## src/rtl/quad_paddle_tracker_pkg.sv

```systemverilog
// quad_pkg: shared types and constants for the quadrature paddle tracker.
// Optional feature macro used elsewhere in this block: QUAD_GLITCH_FILTER_EN.
package quad_pkg;

    // Visible screen width; the paddle sprite must start inside it.
    localparam int SCREEN_W = 640;

    // Saturation value of the illegal-transition counter.
    localparam logic [7:0] ERR_CNT_MAX = 8'd255;

    // 2-bit decode result of one prev->current quadrature comparison.
    typedef enum logic [1:0] {
        QUAD_NONE    = 2'd0,
        QUAD_INC     = 2'd1,
        QUAD_DEC     = 2'd2,
        QUAD_ILLEGAL = 2'd3
    } quad_dec_t;

    // Post-reset priming sequence; decode is enabled only in PRIME_RUN.
    typedef enum logic [1:0] {
        PRIME_0   = 2'd0,
        PRIME_1   = 2'd1,
        PRIME_2   = 2'd2,
        PRIME_RUN = 2'd3
    } prime_state_t;

    // Classify a {A,B} transition. Gray order 00->01->11->10->00 counts up.
    function automatic quad_dec_t quad_decode(input logic [1:0] prev_ab,
                                              input logic [1:0] cur_ab);
        quad_dec_t res;
        case ({prev_ab, cur_ab})
            4'b0001, 4'b0111, 4'b1110, 4'b1000: res = QUAD_INC;
            4'b0010, 4'b1011, 4'b1101, 4'b0100: res = QUAD_DEC;
            4'b0000, 4'b0101, 4'b1111, 4'b1010: res = QUAD_NONE;
            default:                            res = QUAD_ILLEGAL;
        endcase
        return res;
    endfunction

    // Clamp an 11-bit signed candidate position into [lo, hi].
    function automatic logic [9:0] clamp_pos(input logic signed [10:0] v,
                                             input int lo,
                                             input int hi);
        logic [9:0] res;
        if (v < $signed(11'(lo)))
            res = 10'(lo);
        else if (v > $signed(11'(hi)))
            res = 10'(hi);
        else
            res = v[9:0];
        return res;
    endfunction

endpackage

```

## src/rtl/quad_paddle_tracker_if.sv

```systemverilog
// Bundle of the tracker's encoder, sync and paddle signals.
// Timing contract: there is no valid/ready handshake. quadA/quadB may change at
// any time (asynchronous); vga_v_sync is sampled on every clk rising edge; all
// outputs are registered, change only after a clk rising edge, and frame_strobe
// is high for exactly the one cycle in which pos_frame takes a new value.
interface quad_paddle_tracker_if;
    import quad_pkg::*;

    logic         quadA;
    logic         quadB;
    logic         vga_v_sync;
    logic [9:0]   pos;
    logic [9:0]   pos_frame;
    logic         frame_strobe;
    logic         dir;
    logic [7:0]   err_cnt;
    prime_state_t dbg_prime;

    // Producer of encoder/sync inputs, consumer of paddle outputs.
    modport master (
        output quadA, quadB, vga_v_sync,
        input  pos, pos_frame, frame_strobe, dir, err_cnt, dbg_prime
    );

    // The tracker itself.
    modport slave (
        input  quadA, quadB, vga_v_sync,
        output pos, pos_frame, frame_strobe, dir, err_cnt, dbg_prime
    );
endinterface

```

## src/rtl/quad_paddle_tracker_sync_filter.sv

```systemverilog
// quad_sync_filter: 2-FF synchronizer for one quadrature phase, followed by an
// optional glitch filter enabled with QUAD_GLITCH_FILTER_EN. Without the macro
// the synchronizer output is passed straight through.
module quad_sync_filter #(
    parameter int FILTER_LEN = 4
) (
    input  logic clk,
    input  logic rst_n,
    input  logic i_async,
    output logic o_sync
);

    if (FILTER_LEN < 2 || FILTER_LEN > 15) begin : g_bad_filter_len
        $error("FILTER_LEN must be in 2..15");
    end

    logic [1:0] r_sync;

    // Two-stage synchronizer; r_sync[1] is the first metastability-safe sample.
    always_ff @(posedge clk or negedge rst_n) begin
        if (!rst_n)
            r_sync <= 2'b00;
        else
            r_sync <= {r_sync[0], i_async};
    end

`ifdef QUAD_GLITCH_FILTER_EN
    logic       r_cand;
    logic       r_filt;
    logic [3:0] r_cnt;

    // Accept a new level only after FILTER_LEN identical consecutive samples.
    always_ff @(posedge clk or negedge rst_n) begin
        if (!rst_n) begin
            r_cand <= 1'b0;
            r_filt <= 1'b0;
            r_cnt  <= 4'd0;
        end else if (r_sync[1] != r_cand) begin
            r_cand <= r_sync[1];
            r_cnt  <= 4'd1;
        end else if (r_cnt != 4'(FILTER_LEN)) begin
            r_cnt <= r_cnt + 4'd1;
            if (r_cnt == 4'(FILTER_LEN - 1))
                r_filt <= r_cand;
        end
    end

    assign o_sync = r_filt;
`else
    assign o_sync = r_sync[1];
`endif

endmodule

```

## src/rtl/quad_paddle_tracker.sv

```systemverilog
// quad_paddle_tracker: decodes quadrature encoder phases into a clamped paddle X
// position, latches a frame-stable copy on vga_v_sync rising edges, and counts
// illegal transitions. Optional glitch filter: QUAD_GLITCH_FILTER_EN.
module quad_paddle_tracker
    import quad_pkg::*;
#(
    parameter int POS_MIN    = 0,
    parameter int POS_MAX    = 576,
    parameter int POS_INIT   = 100,
    parameter int STEP       = 1,
    parameter int FILTER_LEN = 4
) (
    input  logic                  clk,
    input  logic                  reset_n,
    quad_paddle_tracker_if.slave  bus
);

    if (STEP < 1 || STEP > 15) begin : g_bad_step
        $error("STEP must be in 1..15");
    end
    if (POS_MIN < 0 || POS_MAX > SCREEN_W - 1 || POS_MIN > POS_MAX) begin : g_bad_range
        $error("POS_MIN/POS_MAX must satisfy 0 <= POS_MIN <= POS_MAX < SCREEN_W");
    end

    logic [1:0]          r_rst_sync;
    logic                w_rst_n;
    logic [1:0]          w_s;
    logic [1:0]          r_prev;
    prime_state_t        r_prime;
    logic                w_decode_en;
    quad_dec_t           w_dec;
    logic signed [10:0]  w_up_raw;
    logic signed [10:0]  w_dn_raw;
    logic [9:0]          w_pos_up;
    logic [9:0]          w_pos_dn;
    logic [9:0]          r_pos;
    logic                r_dir;
    logic [7:0]          r_err;
    logic                r_vs_d;
    logic                w_vs_rise;
    logic [9:0]          r_pos_frame;
    logic                r_strobe;

    // Reset assert is immediate; release is aligned to clk.
    always_ff @(posedge clk or negedge reset_n) begin
        if (!reset_n)
            r_rst_sync <= 2'b00;
        else
            r_rst_sync <= {r_rst_sync[0], 1'b1};
    end
    assign w_rst_n = r_rst_sync[1];

    quad_sync_filter #(.FILTER_LEN(FILTER_LEN)) u_sync_a (
        .clk    (clk),
        .rst_n  (w_rst_n),
        .i_async(bus.quadA),
        .o_sync (w_s[1])
    );

    quad_sync_filter #(.FILTER_LEN(FILTER_LEN)) u_sync_b (
        .clk    (clk),
        .rst_n  (w_rst_n),
        .i_async(bus.quadB),
        .o_sync (w_s[0])
    );

    // Priming FSM: hold decode off for three cycles while synchronizers fill.
    always_ff @(posedge clk or negedge w_rst_n) begin
        if (!w_rst_n) begin
            r_prime <= PRIME_0;
        end else begin
            case (r_prime)
                PRIME_0: r_prime <= PRIME_1;
                PRIME_1: r_prime <= PRIME_2;
                PRIME_2: r_prime <= PRIME_RUN;
                default: r_prime <= PRIME_RUN;
            endcase
        end
    end
    assign w_decode_en = (r_prime == PRIME_RUN);

    // Previous synchronized phase pair, tracked even while priming.
    always_ff @(posedge clk or negedge w_rst_n) begin
        if (!w_rst_n)
            r_prev <= 2'b00;
        else
            r_prev <= w_s;
    end

    assign w_dec = quad_decode(r_prev, w_s);

    // Candidate positions in signed 11-bit so underflow below zero is visible.
    always_comb begin
        w_up_raw = $signed({1'b0, r_pos}) + $signed(11'(STEP));
        w_dn_raw = $signed({1'b0, r_pos}) - $signed(11'(STEP));
        w_pos_up = clamp_pos(w_up_raw, POS_MIN, POS_MAX);
        w_pos_dn = clamp_pos(w_dn_raw, POS_MIN, POS_MAX);
    end

    // Apply the decoded move: position, direction and saturating error count.
    always_ff @(posedge clk or negedge w_rst_n) begin
        if (!w_rst_n) begin
            r_pos <= 10'(POS_INIT);
            r_dir <= 1'b0;
            r_err <= 8'd0;
        end else if (w_decode_en) begin
            case (w_dec)
                QUAD_INC: begin
                    r_pos <= w_pos_up;
                    r_dir <= 1'b1;
                end
                QUAD_DEC: begin
                    r_pos <= w_pos_dn;
                    r_dir <= 1'b0;
                end
                QUAD_ILLEGAL: begin
                    if (r_err != ERR_CNT_MAX)
                        r_err <= r_err + 8'd1;
                end
                default: ;
            endcase
        end
    end

    assign w_vs_rise = bus.vga_v_sync & ~r_vs_d;

    // Frame latch: capture the registered position on each vsync rising edge.
    always_ff @(posedge clk or negedge w_rst_n) begin
        if (!w_rst_n) begin
            r_vs_d      <= 1'b0;
            r_pos_frame <= 10'(POS_INIT);
            r_strobe    <= 1'b0;
        end else begin
            r_vs_d   <= bus.vga_v_sync;
            r_strobe <= w_vs_rise;
            if (w_vs_rise)
                r_pos_frame <= r_pos;
        end
    end

    assign bus.pos          = r_pos;
    assign bus.pos_frame    = r_pos_frame;
    assign bus.frame_strobe = r_strobe;
    assign bus.dir          = r_dir;
    assign bus.err_cnt      = r_err;
    assign bus.dbg_prime    = r_prime;

endmodule
```

## src/flat_wrapper.sv

```systemverilog
// flat-port wrapper written by rule: the top's interface ports become plain ports
module quad_paddle_tracker_flat import quad_pkg::*;
#(
    parameter int POS_MIN    = 0,
    parameter int POS_MAX    = 576,
    parameter int POS_INIT   = 100,
    parameter int STEP       = 1,
    parameter int FILTER_LEN = 4
)
  (clk, reset_n, bus_quadA, bus_quadB, bus_vga_v_sync, bus_pos, bus_pos_frame, bus_frame_strobe, bus_dir, bus_err_cnt, bus_dbg_prime);
  quad_paddle_tracker_if bus_i ();
  input  logic clk;
  input  logic reset_n;
  input wire logic [$bits(bus_i.quadA)-1:0] bus_quadA;
  input wire logic [$bits(bus_i.quadB)-1:0] bus_quadB;
  input wire logic [$bits(bus_i.vga_v_sync)-1:0] bus_vga_v_sync;
  output wire logic [$bits(bus_i.pos)-1:0] bus_pos;
  output wire logic [$bits(bus_i.pos_frame)-1:0] bus_pos_frame;
  output wire logic [$bits(bus_i.frame_strobe)-1:0] bus_frame_strobe;
  output wire logic [$bits(bus_i.dir)-1:0] bus_dir;
  output wire logic [$bits(bus_i.err_cnt)-1:0] bus_err_cnt;
  output wire logic [$bits(bus_i.dbg_prime)-1:0] bus_dbg_prime;
  assign bus_i.quadA = bus_quadA;
  assign bus_i.quadB = bus_quadB;
  assign bus_i.vga_v_sync = bus_vga_v_sync;
  assign bus_pos = bus_i.pos;
  assign bus_pos_frame = bus_i.pos_frame;
  assign bus_frame_strobe = bus_i.frame_strobe;
  assign bus_dir = bus_i.dir;
  assign bus_err_cnt = bus_i.err_cnt;
  assign bus_dbg_prime = bus_i.dbg_prime;
  quad_paddle_tracker #(.POS_MIN(POS_MIN), .POS_MAX(POS_MAX), .POS_INIT(POS_INIT), .STEP(STEP), .FILTER_LEN(FILTER_LEN)) u_core (.clk(clk), .reset_n(reset_n), .bus(bus_i));
endmodule
```

## config.mk

```make
export PLATFORM = sky130hd
export DESIGN_NAME = quad_paddle_tracker_flat
export DESIGN_NICKNAME = d
export VERILOG_FILES = /design/src/rtl/quad_paddle_tracker_pkg.sv /design/src/rtl/quad_paddle_tracker_if.sv /design/src/rtl/quad_paddle_tracker_sync_filter.sv /design/src/rtl/quad_paddle_tracker.sv /design/src/flat_wrapper.sv
export SDC_FILE = /design/constraint.sdc
export NUM_CORES = 1
export LEC_CHECK = 0
export CAP_MARGIN = 20
export CORE_MARGIN = 2
export CORE_UTILIZATION = 39
export CTS_CLUSTER_DIAMETER = 120
export DETAILED_ROUTE_END_ITERATION = 12
export GPL_ROUTABILITY_DRIVEN = 0
export PLACE_DENSITY = 0.62
export REMOVE_ABC_BUFFERS = 1
export SETUP_SLACK_MARGIN = 0.02
export SLEW_MARGIN = 20
export SYNTH_ARGS = -nofsm -noshare
export SYNTH_HDL_FRONTEND = slang
export SYNTH_HIERARCHICAL = 1
export SYNTH_SLANG_ARGS = --single-unit
```

## constraint.sdc

```tcl
create_clock -name clk -period 2.16 [get_ports clk]
set_input_delay 0.54 -clock clk [delete_from_list [all_inputs] [get_ports clk]]
set_output_delay 0.54 -clock clk [all_outputs]
set_load 0.01 [all_outputs]
```

==> results.md <==
* Status: finished, violations left
* Violated checks: negative setup slack
* Final max-slew violation count at 0
* Synth area leaders: dfrtp_1 37%, dfstp_2 6.7%, nand2_1 4.5%
* Worst reg2reg path endpoint: u_core/bus.pos[5]$_DFFE_PN1P_
* R2R Setup Slk at -0.32 ns
* CTS tree: done
* Leakage at 1.64 nW
* Most frequent cell after synthesis: dfrtp_1
* Worst EP arrival at 2.71 ns
* M2 GR Usage at 0.378
* Worst Skew at 0.0111 ns
* Die H at 81.8 um
* Max VDD drop at 0.000849 V
* I/O Buffers at 36
* Post-route ant nets at 0
* Crit path cell chain: nand3_2, or4_4, o21a_1, a21o_1, a32oi_2, buf_6, o21ai_2, a221o_1
* CP bufs+invs at 1
* CP max FO at 6
* First-pass GRT wire length at 11300 um
* Area leader, netlist: dfrtp_1
* Netlist cell types at 58
* DRT Pass-1 Iters at 4
* Site Rows at 28
* Met1 usage at 0.280
* DP Wirelength at 4770 um
* Post-route DRC at 0
* Grt ovf at 0
* CP Depth at 8
* Die area at 0.00669 sq mm
* Layout cells sized above 1 at 0.405
* Synthesized flop and latch total at 41
* WP data required at 2.39 ns
* Slowest stage delay, CP at 0.56 ns
* Layout Utilization at 0.636
* Worst Reg-to-Reg Cells at 8
* PwrDens at 1280 mW/mm^2
* Hold Crit Class: flip-flop to asynchronous set/reset pin
* Initial Util at 0.401
* Post-Synthesis Cells at 255
* Met3 Resource Use GR at 0.0429
* Routed via count at 2446
* GR peak layer: met2
* Final hold violation count at 0
* Max clock buf depth at 2
* Commonest cells in the netlist: 35 x dfrtp_1, 28 x nand2_1, 20 x o21ai_0
* Largest net degree at the start of global routing at 40
* Seq/Total Area, Yosys at 0.438
* Horiz. Die Dim at 81.8 um
* Share of the synthesized area in the top cell type at 0.371
* Worst-path clk slew at 0.09 ns
* Vias per cell at 5.50
* Async SR Flop Fraction at 1.00
* Endpoint class of the critical path: flip-flop
* Crit Path Class: flip-flop to flip-flop
* Ports at 37
* Fin crit period at 2.48 ns
* Yosys warns at 6
* Post-synth EDFFs at 0
* Post-Syn Area per Cell at 9.25 sq um
* Final WS setup at -0.316 ns
* Top_reg_cell synth: dfrtp_1
* Area growth, synth to finish at 58.6%
* Worst reg2reg startpoint: u_core/bus.pos[2]$_DFFE_PN1P_
* Initial antenna violation count at 0
* Setup violations, final at 10
* Crit path to: u_core/bus.pos[5]$_DFFE_PN1P_
* # fillers at 497
* Final WL at 7010 um
* Initial DRC Count at 159
* Netlist Area Pre-Place at 0.00236 sq mm
* Core Region at 0.00589 sq mm
* H-tree depth at 2
* Skew-Pair Late Insertion Delay at 0.30 ns
* Post-route cell area at 0.00374 sq mm
* Unrepaired setup endpoints after global routing: true
* # nets final at 380
* CP Launch Point: u_core/bus.pos[2]$_DFFE_PN1P_
* GRT Total Usage at 0.221
* CTS Buf Count at 5
* WL per Instance at 15.8 um
* Clk sinks at 41
* Vias in the first global route at 2371
* Area after detailed placement at 0.00327 sq mm
* F_max at 0.404 GHz
* CTS hold repair buffers at 0
* Max Cap Viol at 0
* Crit path max-delay family: compound AO/OA/AOI/OAI gates
* Kind of start point of the critical path: flip-flop
* Hold_ws at 0.295 ns
* Crit-path slowest cell: dfstp_2
* Clock Tree Root: clkbuf_8
* Final period utilization at 1.15
* Ant. Diodes at 0
cells in the final DEF, fill, tap and decap left out, drive strengths merged, types with 3 or more instances in the layout:
master | netlist | layout
clkdlybuf4s50 | 0 | 33
nand3 | 11 | 11
nand2 | 28 | 28
or4 | 3 | 3
inv | 9 | 10
o21ai | 21 | 21
nor4 | 4 | 4
mux2i | 3 | 3
nor2 | 15 | 15
nand2b | 4 | 4
ha | 6 | 6
mux2 | 8 | 8
a31oi | 3 | 3
and3 | 5 | 5
buf | 3 | 86
nor3 | 6 | 6
xnor2 | 6 | 6
dfrtp | 35 | 35
a21oi | 12 | 12
dfstp | 6 | 6
nand4 | 8 | 8
clkbuf | 12 | 8
o21bai | 3 | 3
power breakdown:
group | switching, mW | internal [mW]
Sequential | 0.195 | 1.01
Clock | 0.294 | 0.296
Combinational | 1.38 | 1.62
Total | 1.87 | 2.93
layout make-up:
type | instances | area, sq um | area share
inverters | 9 | 33.8 | 0.00902
repair buffers | 122 | 1060 | 0.282
well taps | 75 | 93.8 | 0.0251
multi-input cells | 190 | 1420 | 0.379
flip-flops and latches | 41 | 1030 | 0.276
clock inverters | 1 | 8.76 | 0.00234
clock buffers | 7 | 96.3 | 0.0257
sequential cells by signal, indices dropped and copies added, names as in the netlist:
signal / flops
u_core/bus.pos: 10
u_core/bus.pos_frame: 10
u_core/bus.err_cnt: 8
u_core/bus.dbg_prime: 2
u_core/r_prev: 2
u_core/r_rst_sync: 2
u_core/u_sync_a/r_sync: 2
u_core/u_sync_b/r_sync: 2
u_core/bus.dir: 1
u_core/bus.frame_strobe: 1
u_core/r_vs_d: 1
timing repair:
item / in CTS / in global routing
resized for setup: 31 / 38
pin swaps: 15 / 18
endpoints found under the setup margin: 11 / 15
setup buffers: 8 / 8
metal layers:
metal | routed length [um] | part of all wire
met5 | 0 | 0
met4 | 109 | 0.016
met3 | 455 | 0.065
met2 | 3450 | 0.49
met1 | 2990 | 0.43
stage by stage:
step | total power [mW] | cells | setup WS, ns | TNS [ns]
after floorplan | 2.24 | 240 | -0.472 | -3.11
after global routing | 5.11 | 445 | -0.405 | -3.25
after CTS | 4.44 | 437 | -0.302 | -1.81
after global placement | 3.55 | 421 | -0.260 | -1.93
after detailed placement | 3.57 | 421 | -0.307 | -2.31
final | 4.80 | 445 | -0.316 | -2.45
cells by family after synthesis:
logic type | after synthesis | synth area share
simple gates | 100 | 0.224
compound gates | 64 | 0.181
flops | 41 | 0.438
buf+inv | 24 | 0.0424
mux | 11 | 0.0509
xor+xnor | 8 | 0.0297
fa+ha+maj | 6 | 0.0318
other cells | 1 | 0.00159
worst min path at each step:
stage | start | endpoint | slack [ns] | depth (start not counted)
after floorplan | reset_n | u_core/r_rst_sync[0]$_DFF_PN0_ | 0.24 | 0
after detailed placement | u_core/r_rst_sync[1]$_DFF_PN0_ | u_core/u_sync_b/r_sync[0]$_DFF_PN0_ | 0.33 | 1
after global placement | u_core/r_rst_sync[1]$_DFF_PN0_ | u_core/u_sync_b/r_sync[1]$_DFF_PN0_ | 0.32 | 1
after CTS | u_core/r_rst_sync[1]$_DFF_PN0_ | u_core/bus.dbg_prime[0]$_DFF_PN0_ | 0.33 | 1
final | u_core/r_rst_sync[1]$_DFF_PN0_ | u_core/bus.dbg_prime[0]$_DFF_PN0_ | 0.30 | 1
after global routing | u_core/r_rst_sync[1]$_DFF_PN0_ | u_core/bus.dbg_prime[0]$_DFF_PN0_ | 0.36 | 1
No activity file was read; power rests on OpenSTA's default activity.
==> patch (config.mk and constraints unchanged) <==
The package constant `ERR_CNT_MAX` goes from 8'd255 to 8'd127.
--- a/src/rtl/quad_paddle_tracker_pkg.sv
+++ b/src/rtl/quad_paddle_tracker_pkg.sv
@@ -6,7 +6,7 @@
     localparam int SCREEN_W = 640;
 
     // Saturation value of the illegal-transition counter.
-    localparam logic [7:0] ERR_CNT_MAX = 8'd255;
+    localparam logic [7:0] ERR_CNT_MAX = 8'd127;
 
     // 2-bit decode result of one prev->current quadrature comparison.
     typedef enum logic [1:0] {
Behaviour: no difference found for any inputs over 10 cycles, from zero or initial values and one cycle with reset_n low; that may be too few to reach the edited logic, so the function may still have changed.
==> patch against the unedited design <==
  * The run still ends with negative setup slack left
  * First-iteration DRC count down 6.3%
  * Synthesized area decreased by 0.80%
  * Sequential power is 8% higher
  * Design area shrank 7.5%
  * Combinational power decreased by 14%
  * Worst setup slack improved by 0.29 ns
  * Routed wire length fell by 15%
  * Sequential cell count did not move
  * Clock power is 4.6% higher
  * Utilization is 4.4 points lower
  * Power shrank 6.5%
  * Highest routed layer unchanged
==> patch: results (changes against the unedited design) <==
| Metric | Value |
|---|---|
| Vias post-DR | `2086 (-15%)` |
| Post-DP HPWL | `4130 um (-14%)` |
| Post-synthesis cell type count | `57 (-1.7%)` |
| # nets final | `339 (-11%)` |
| Routed wire length | `5980 um (-15%)` |
| Rel. slew slack | `66.1%` |
| Tot GR Track Use | `19.4% (-2.7 points)` |
| Top cells by area, synth | `dfrtp_1 (37%), dfstp_2 (6.7%), nand2_1 (4.3%)` |
| Worst-path cell with the longest stage delay | `or4_4` |
| Post-Place Worst Slack | `-0.123 ns (+0.184 ns)` |
| First-pass DRT Iterations | `4 (unchanged)` |
| Global-route wire length before repair | `9740 um (-14%)` |
| Largest stage delay, worst path | `0.48 ns (-0.08 ns)` |
| Placed inst area | `0.00307 mm^2 (-6.3%)` |
| Status | `complete, but fails checks` |
| Synth Area in Adders | `3.21% (+0.026 points)` |
| Initial DRC count | `149 (-6.3%)` |
| Layout cell share with drive strength beyond 1 | `36.8% (-3.8 points)` |
| Setup Viol. Count Final | `1 (-9)` |
| Fin worst setup slack | `-0.0232 ns (+0.293 ns)` |
| Worst-path maximum fanout | `5 (-1)` |
| Commonest cells post-synth | `dfrtp_1 (35), nand2_1 (27), nand3_1 (20)` |
| CP Data Arrival Time | `2.39 ns (-0.32 ns)` |
| Xor/xnor share of the synthesized area | `5.24% (+2.3 points)` |
| Yosys warns | `6 (unchanged)` |
| Complex-gate fraction of the synthesized area | `14.7% (-3.4 points)` |
| Mux cell area share after synthesis | `5.02% (-0.066 points)` |
| Cell family with most CP delay | `simple AND/OR/NAND/NOR gates` |
| Max Clock Skew | `0.00725 ns (-0.00387 ns)` |
| Max rail drop VDD | `0.000834 V (-1.8%)` |
| Violated checks | `negative setup slack` |
| Vias in the first global route | `2014 (-15%)` |
| P_leak | `1.49 nW (-9.3%)` |
## patch: worst paths after layout
check | from | endpoint | slack [ns] | cells past startpoint
max | u_core/bus.pos[2] | u_core/bus.pos[2] | -0.02 | 8
min | u_core/r_rst_sync[1] | u_core/bus.pos_frame[4] | 0.30 | 1
max reg2reg | u_core/bus.pos[2] | u_core/bus.pos[2] | -0.02 | 8
min reg2reg | u_core/r_rst_sync[1] | u_core/bus.pos_frame[4] | 0.30 | 1
max in group asynchronous | u_core/r_rst_sync[1] | u_core/bus.pos[3] | 1.47 | 1
min in group clk | u_core/u_sync_a/r_sync[0] | u_core/u_sync_a/r_sync[1] | 0.35 | 0
## patch: cell type report
cell class	count	area, um^2
Timing Repair Buffer	98	847
Tap cell	75	93.8
Inverter	9	33.8
Multi-Input combinational cell	173	1340
Clock inverter	2	38.8
Sequential cell	41	1040
Fill cell	488	2390
Clock buffer	6	72.6
## patch: timing repair
action,in CTS,in global routing
gates cloned,1,0
gates resized for setup,16,24
setup endpoints to repair,10,12
buffers inserted,11,3
endpoints found under the hold margin,0,0
pin swaps,4,10
hold buffers,0,0
## patch: power breakdown
group | switching, mW | total [mW] | internal, mW
Sequential | 0.269 | 1.29 | 1.02
Combinational | 1.20 | 2.57 | 1.37
Clock | 0.270 | 0.617 | 0.347
Total | 1.74 | 4.48 | 2.74
## patch: logic make-up after synthesis
logic type,after synthesis
adders and majority gates,6
other,1
and+or+nand+nor,93
buffers and inverters,24
muxes,11
DFF,41
AOI/OAI and AO/OA,47
xor gates and xnor gates,14
## patch: stage by stage
stage | TNS, ns | utilization (%) | instances
6_report | -0.0232 | 59.2 | 404
5_1_grt | -0.435 | 59.2 | 404
4_1_cts | -0.00249 | 57.0 | 401
3_5_place_dp | -0.288 | 52.4 | 381
3_3_place_gp | -0.0715 | 52.4 | 381
2_1_floorplan | -0.987 | - | 222
## patch: per-layer routing
metal / vias up / share of wire (%) / global-route usage [%]
met1: 987 / 44 / 25.4
met4: 0 / 4.0 / 7.97
met3: 18 / 4.9 / 3.85
li1: 1023 / - / -
met5: - / 0 / 0
met2: 58 / 47 / 31.5
